### src/rtl/seq_det_pkg.sv
// Shared definitions for the serial pattern detector / round-robin arbiter slice.
package seq_det_pkg;

  localparam int unsigned DefN   = 4;
  localparam int unsigned DefWin = 16;
  localparam int unsigned PatW   = 4;

  typedef enum logic [1:0] {
    StIdle,
    StRun,
    StReport
  } state_e;

endpackage

### src/rtl/seq_det_prog.sv
// Overlapping 4-bit pattern matcher; match is combinational on the bit being sampled.
module seq_det_prog
  import seq_det_pkg::*;
(
  input  logic            clk,
  input  logic            rst,
  input  logic            clr,
  input  logic            en,
  input  logic            bit_in,
  input  logic [PatW-1:0] pat,
  output logic            match
);

  localparam logic [2:0] FillMax = 3'(PatW);

  logic [PatW-1:0] shift_q;
  logic [2:0]      fill_q;

  // Three bits already held plus the incoming one make a full pattern.
  assign match = en && (fill_q >= FillMax - 3'd1) && ({shift_q[PatW-2:0], bit_in} == pat);

  always_ff @(posedge clk) begin
    if (!rst || clr) begin
      shift_q <= '0;
      fill_q  <= '0;
    end else if (en) begin
      shift_q <= {shift_q[PatW-2:0], bit_in};
      if (fill_q != FillMax) begin
        fill_q <= fill_q + 3'd1;
      end
    end
  end

endmodule

### src/rtl/seq_det_arb.sv
// Round-robin grant of one shared pattern detector to N serial requesters, one window at a time.
module seq_det_arb
  import seq_det_pkg::*;
#(
  parameter int unsigned N   = DefN,
  parameter int unsigned WIN = DefWin,
  localparam int unsigned CW = $clog2(WIN + 1),
  localparam int unsigned IW = (N > 1) ? $clog2(N) : 1
) (
  input  logic            clk,
  input  logic            rst,
  input  logic [N-1:0]    req,
  input  logic [N-1:0]    seq_in,
  input  logic [3:0]      cfg_pat,
  output logic [N-1:0]    gnt,
  output logic            busy,
  output logic            done,
  output logic [IW-1:0]   done_id,
  output logic [CW-1:0]   done_cnt,
  output logic            done_abort
);

  localparam logic [CW-1:0] CntMax  = {CW{1'b1}};
  localparam logic [CW-1:0] LastBit = CW'(WIN - 1);

  state_e          state_q;
  logic [N-1:0]    gnt_q;
  logic            busy_q, done_q, done_abort_q;
  logic [IW-1:0]   done_id_q, last_id_q, gnt_id_q;
  logic [CW-1:0]   done_cnt_q, bit_cnt_q, match_cnt_q;
  logic [3:0]      pat_q;

  logic [IW-1:0]   pick_id;
  logic            still_req, cur_bit, det_en, det_clr, match;
  logic [CW-1:0]   cnt_next;

  // Smallest offset from last_id wins, so scan offsets from largest to smallest.
  always_comb begin
    int unsigned idx;
    idx     = 0;
    pick_id = '0;
    for (int unsigned i = N; i >= 1; i--) begin
      idx = (32'(last_id_q) + i) % N;
      if (req[idx]) begin
        pick_id = IW'(idx);
      end
    end
  end

  assign still_req = req[gnt_id_q];
  assign cur_bit   = seq_in[gnt_id_q];
  assign det_en    = (state_q == StRun) && still_req;
  assign det_clr   = (state_q != StRun);
  assign cnt_next  = (match && (match_cnt_q != CntMax)) ? match_cnt_q + CW'(1) : match_cnt_q;

  seq_det_prog u_prog (
    .clk    (clk),
    .rst    (rst),
    .clr    (det_clr),
    .en     (det_en),
    .bit_in (cur_bit),
    .pat    (pat_q),
    .match  (match)
  );

  always_ff @(posedge clk) begin
    if (!rst) begin
      state_q      <= StIdle;
      gnt_q        <= '0;
      busy_q       <= 1'b0;
      done_q       <= 1'b0;
      done_id_q    <= '0;
      done_cnt_q   <= '0;
      done_abort_q <= 1'b0;
      last_id_q    <= IW'(N - 1);
      gnt_id_q     <= '0;
      bit_cnt_q    <= '0;
      match_cnt_q  <= '0;
      pat_q        <= '0;
    end else begin
      unique case (state_q)
        StIdle: begin
          if (|req) begin
            state_q     <= StRun;
            gnt_q       <= N'(1) << pick_id;
            gnt_id_q    <= pick_id;
            busy_q      <= 1'b1;
            bit_cnt_q   <= '0;
            match_cnt_q <= '0;
            pat_q       <= cfg_pat;
          end
        end
        StRun: begin
          if (!still_req) begin
            // Dropped request: this cycle's bit is discarded.
            state_q      <= StReport;
            gnt_q        <= '0;
            busy_q       <= 1'b0;
            done_q       <= 1'b1;
            done_id_q    <= gnt_id_q;
            done_cnt_q   <= match_cnt_q;
            done_abort_q <= 1'b1;
          end else begin
            bit_cnt_q   <= bit_cnt_q + CW'(1);
            match_cnt_q <= cnt_next;
            if (bit_cnt_q == LastBit) begin
              state_q      <= StReport;
              gnt_q        <= '0;
              busy_q       <= 1'b0;
              done_q       <= 1'b1;
              done_id_q    <= gnt_id_q;
              done_cnt_q   <= cnt_next;
              done_abort_q <= 1'b0;
            end
          end
        end
        StReport: begin
          state_q      <= StIdle;
          last_id_q    <= gnt_id_q;
          done_q       <= 1'b0;
          done_id_q    <= '0;
          done_cnt_q   <= '0;
          done_abort_q <= 1'b0;
        end
        default: begin
          state_q <= StIdle;
          gnt_q   <= '0;
          busy_q  <= 1'b0;
          done_q  <= 1'b0;
        end
      endcase
    end
  end

  assign gnt        = gnt_q;
  assign busy       = busy_q;
  assign done       = done_q;
  assign done_id    = done_id_q;
  assign done_cnt   = done_cnt_q;
  assign done_abort = done_abort_q;

endmodule

### config.mk
export PLATFORM = sky130hd
export DESIGN_NAME = seq_det_arb
export DESIGN_NICKNAME = d
export VERILOG_FILES = /design/src/rtl/seq_det_pkg.sv /design/src/rtl/seq_det_prog.sv /design/src/rtl/seq_det_arb.sv
export SDC_FILE = /design/constraint.sdc
export NUM_CORES = 1
export LEC_CHECK = 0
export CAP_MARGIN = 0
export CORE_ASPECT_RATIO = 0.75
export CORE_MARGIN = 3
export CORE_UTILIZATION = 55
export DETAILED_ROUTE_END_ITERATION = 8
export PLACE_DENSITY_LB_ADDON = 0.2
export SYNTH_ARGS = -nofsm -noshare
export SYNTH_HDL_FRONTEND = slang
export SYNTH_SLANG_ARGS = --single-unit
export TNS_END_PERCENT = 10
### constraint.sdc
create_clock -name clk -period 3.4 [get_ports clk]
set_clock_uncertainty 0.05 [all_clocks]
set_input_delay 0.51 -clock clk [delete_from_list [all_inputs] [get_ports clk]]
set_output_delay 0.51 -clock clk [all_outputs]
set_load 0.01 [all_outputs]
==> impl_metrics.toml <==
[setup_path]
crit_family = "simple AND/OR/NAND/NOR gates"
worstPathArrival_ps = 2790
critical_path_class = "primary input to flip-flop"
path_buf_inv = 1
critPathLaunchType = "primary input"
endpoint = "done_cnt[2]$_SDFFE_PN0P_"
rrSetupSlack_ps = 900
cp_cell_sequence = "clkdlybuf4s50_1 -> mux4_2 -> and2_1 -> nand4_4 -> or4_1 -> a31oi_1"
crit_path_start = "req[3]"
slowest_delay_ps = 560
r2r-end = "done_cnt[2]$_SDFFE_PN0P_"
cp.required_ps = 3570
r2r_cells = 7
r2r-start = "u_prog.fill_q[0]$_SDFFE_PP0P_"
cp_num_cells = 6
cp_max_fo = 16
crit_path_end_kind = "flip-flop"
slowest_stage = "clkdlybuf4s50_1"

[yosys]
synth-edff-count = 0
syn_nets = 257
synth-seq-area-share_pct = 38.88
avgSynthCellArea_um2 = 8.877
netlist_instances = 232
ys_ff_latch = 40
yosys_warnings = 0
synth-main-ff-cell = "dfxtp_1"
synth.distinct_cells = 45
synth_area_mm2 = 0.002059
ys_async_sr_fraction_pct = 0

[drt]
final_antenna_net_count = 0
first_iter_violations = 133
drc = 0
viasPerCell = 5.642
dr.pass1.iters = 4
routedWlPerCell_um = 14.31
routed_wirelength_um = 4436
num_vias = 1749

[floorplan]
core-area_mm2 = 0.003446
row_count = 18
floorplan.initialDensity_pct = 59.77
ios = 28
die_h_um = 59.00
die_w_um = 76.66
die_area_mm2 = 0.004523

[power_and_ir_drop]
ir_drop_uv = 431.3
pwr-share-seq_pct = 41.9
p_sw_mw = 0.4496
p_leak_nw = 0.9512
comb_power_share_pct = 33.7
clockPowerShare_pct = 24.4
p_per_area_mw_per_mm2 = 536.7
internal_power_mw = 0.8754
switching_share_pct = 33.93

[placement]
finalWeightedCongestion = 0.8343
preCtsSetupSlack_ps = 500.4
hpwl_um = 3276
port_buffers = 27

[global_routing]
grt_pass1_vias = 1594
grt_pass1_wl_um = 7610
grt_max_degree = 19
grt-ovfl-total = 0
grt_antenna_before_repair = 0
grt_usage_pct = 21.91

[flow_run]
cap_violations = 0

[clock_tree]
postCtsResizedCells = 0
cts.sinks = 40
cts_buffer_depth = 2
insertion_delay_ps = 290
cts-buffers-inserted = 5
tritoncts = "yes"
postCtsSetupBuffers = 0
clock-root-buffer = "clkbuf_8"
cts_hold_buf = 0
htree_num_levels = 2
clk_pin_slew_ps = 70

[final_layout]
final_common_cell = "dfxtp_1"
multi_input_area_mm2 = 0.001174
final_nets = 284
antennaDiodeCount = 0
regArea_um2 = 800.8
drive_gt1_share_pct = 7.692
final_cell_mix = "dfxtp_1, nor2_1, clkdlybuf4s50_1"
syn_to_final_growth_pct = 19.87
fill_cells = 279

[sta]
clock.fmax_mhz = 381.6
maxSlewViolCount = 0
timing.final.hold_violations = 0
finalCritPeriodShare_pct = 77.08
rsz0062_at_grt = "false"
worstMarginPinSlew_ps = 670.0
fin_ws_ps = 779.4
finalSetupViolations = 0
finalSetupTns_ps = 0
relSlewSlack_pct = 54.99
min_period_ps = 2621

[run_status]
status = "finished clean"

[min_path]
hold_class = "flip-flop to flip-flop"
## layout make-up
class / instances / area share [%]
clock buffer: 8 / 3.649
inverter: 11 / 1.673
multi-input combinational: 170 / 47.54
sequential: 40 / 32.44
tap: 50 / 2.534
timing repair buffer: 31 / 12.16
## synthesized netlist by cell type (all sizes together) (4+ instances only)
| cell | number | area, um2 |
|---|---|---|
| or3 | 5 | 31.28 |
| dfxtp | 40 | 800.8 |
| mux2i | 13 | 130.1 |
| nor2 | 27 | 101.4 |
| nand2b | 4 | 25.02 |
| a21oi | 19 | 95.09 |
| clkbuf | 9 | 33.78 |
| nor2b | 5 | 31.28 |
| o21ai | 9 | 45.04 |
| ha | 11 | 137.6 |
| nand3 | 5 | 25.02 |
| inv | 11 | 41.29 |
| nand2 | 19 | 71.32 |
| nand4 | 4 | 40.04 |
| xor2 | 5 | 43.79 |
## sequential cells by signal, indices dropped and copies added, names as in the netlist
| signal | count |
|---|---|
| state_q | 2 |
| done | 1 |
| u_prog.shift_q | 3 |
| pat_q | 4 |
| done_id | 2 |
| last_id_q | 2 |
| done_abort | 1 |
| u_prog.fill_q | 3 |
| match_cnt_q | 5 |
| bit_cnt_q | 5 |
| done_cnt | 5 |
| gnt_id_q | 2 |
| busy | 1 |
| gnt | 4 |
## worst min path at each step
stage	slack [ps]	end	cells after the start	start
floorplan	400	bit_cnt_q[4]$_SDFFE_PN0P_	2	bit_cnt_q[4]$_SDFFE_PN0P_
global placement	390	gnt[1]$_SDFFE_PN0P_	2	gnt[1]$_SDFFE_PN0P_
detailed placement	400	gnt[0]$_SDFFE_PN0P_	2	gnt[0]$_SDFFE_PN0P_
CTS	410	gnt[0]$_SDFFE_PN0P_	2	gnt[0]$_SDFFE_PN0P_
global route	430	gnt[3]$_SDFFE_PN0P_	2	gnt[3]$_SDFFE_PN0P_
finish	400	gnt[3]$_SDFFE_PN0P_	2	gnt[3]$_SDFFE_PN0P_
## power by group through the flow
stage               clock (mW)  combinational [mW]  sequential [mW]
finish                   0.323               0.446            0.555
global placement             0               0.437            0.565
CTS                      0.332               0.446            0.555
global route             0.354               0.492            0.563
detailed placement           0               0.443            0.566
floorplan                    0               0.311            0.566
## tightest hold or removal path, delay by kind of cell (launching register included)
kind	cells	cell delay (ps)
AO/OA/AOI/OAI	1	50
flip-flops	1	310
AND/OR/NAND/NOR	1	50
## cell families (layout without fill, tap and decap cells)
family          Yosys count  count (layout)  share of synthesized area [%]
compound gates           52              52                          16.89
xor+xnor                  7               7                          3.888
fa+ha+maj                11              11                          6.683
buf+inv                  22              50                          4.131
flops                    40              40                          38.88
mux                      15              15                          8.505
simple gates             85              85                          21.02
## stage by stage
step / instance area, um2 / std cells / util, % / hold slack, ps / total power [mW]
floorplan: 2059 / 232 / - / 404.4 / 0.8771
global placement: 2379 / 302 / 69.03 / 393.3 / 1.002
detailed placement: 2379 / 302 / 69.03 / 397.0 / 1.008
CTS: 2469 / 310 / 71.64 / 407.4 / 1.333
global route: 2469 / 310 / 71.64 / 432.9 / 1.409
finish: 2469 / 310 / 71.64 / 404.5 / 1.325
## per-layer routing
layer / share of wire [%] / track usage [%]
met5: 0 / 0
met4: 1.9 / 9.302
met3: 7.8 / 5.167
met2: 42 / 31.89
met1: 49 / 31.27
No activity file was read; power rests on OpenSTA's default activity.
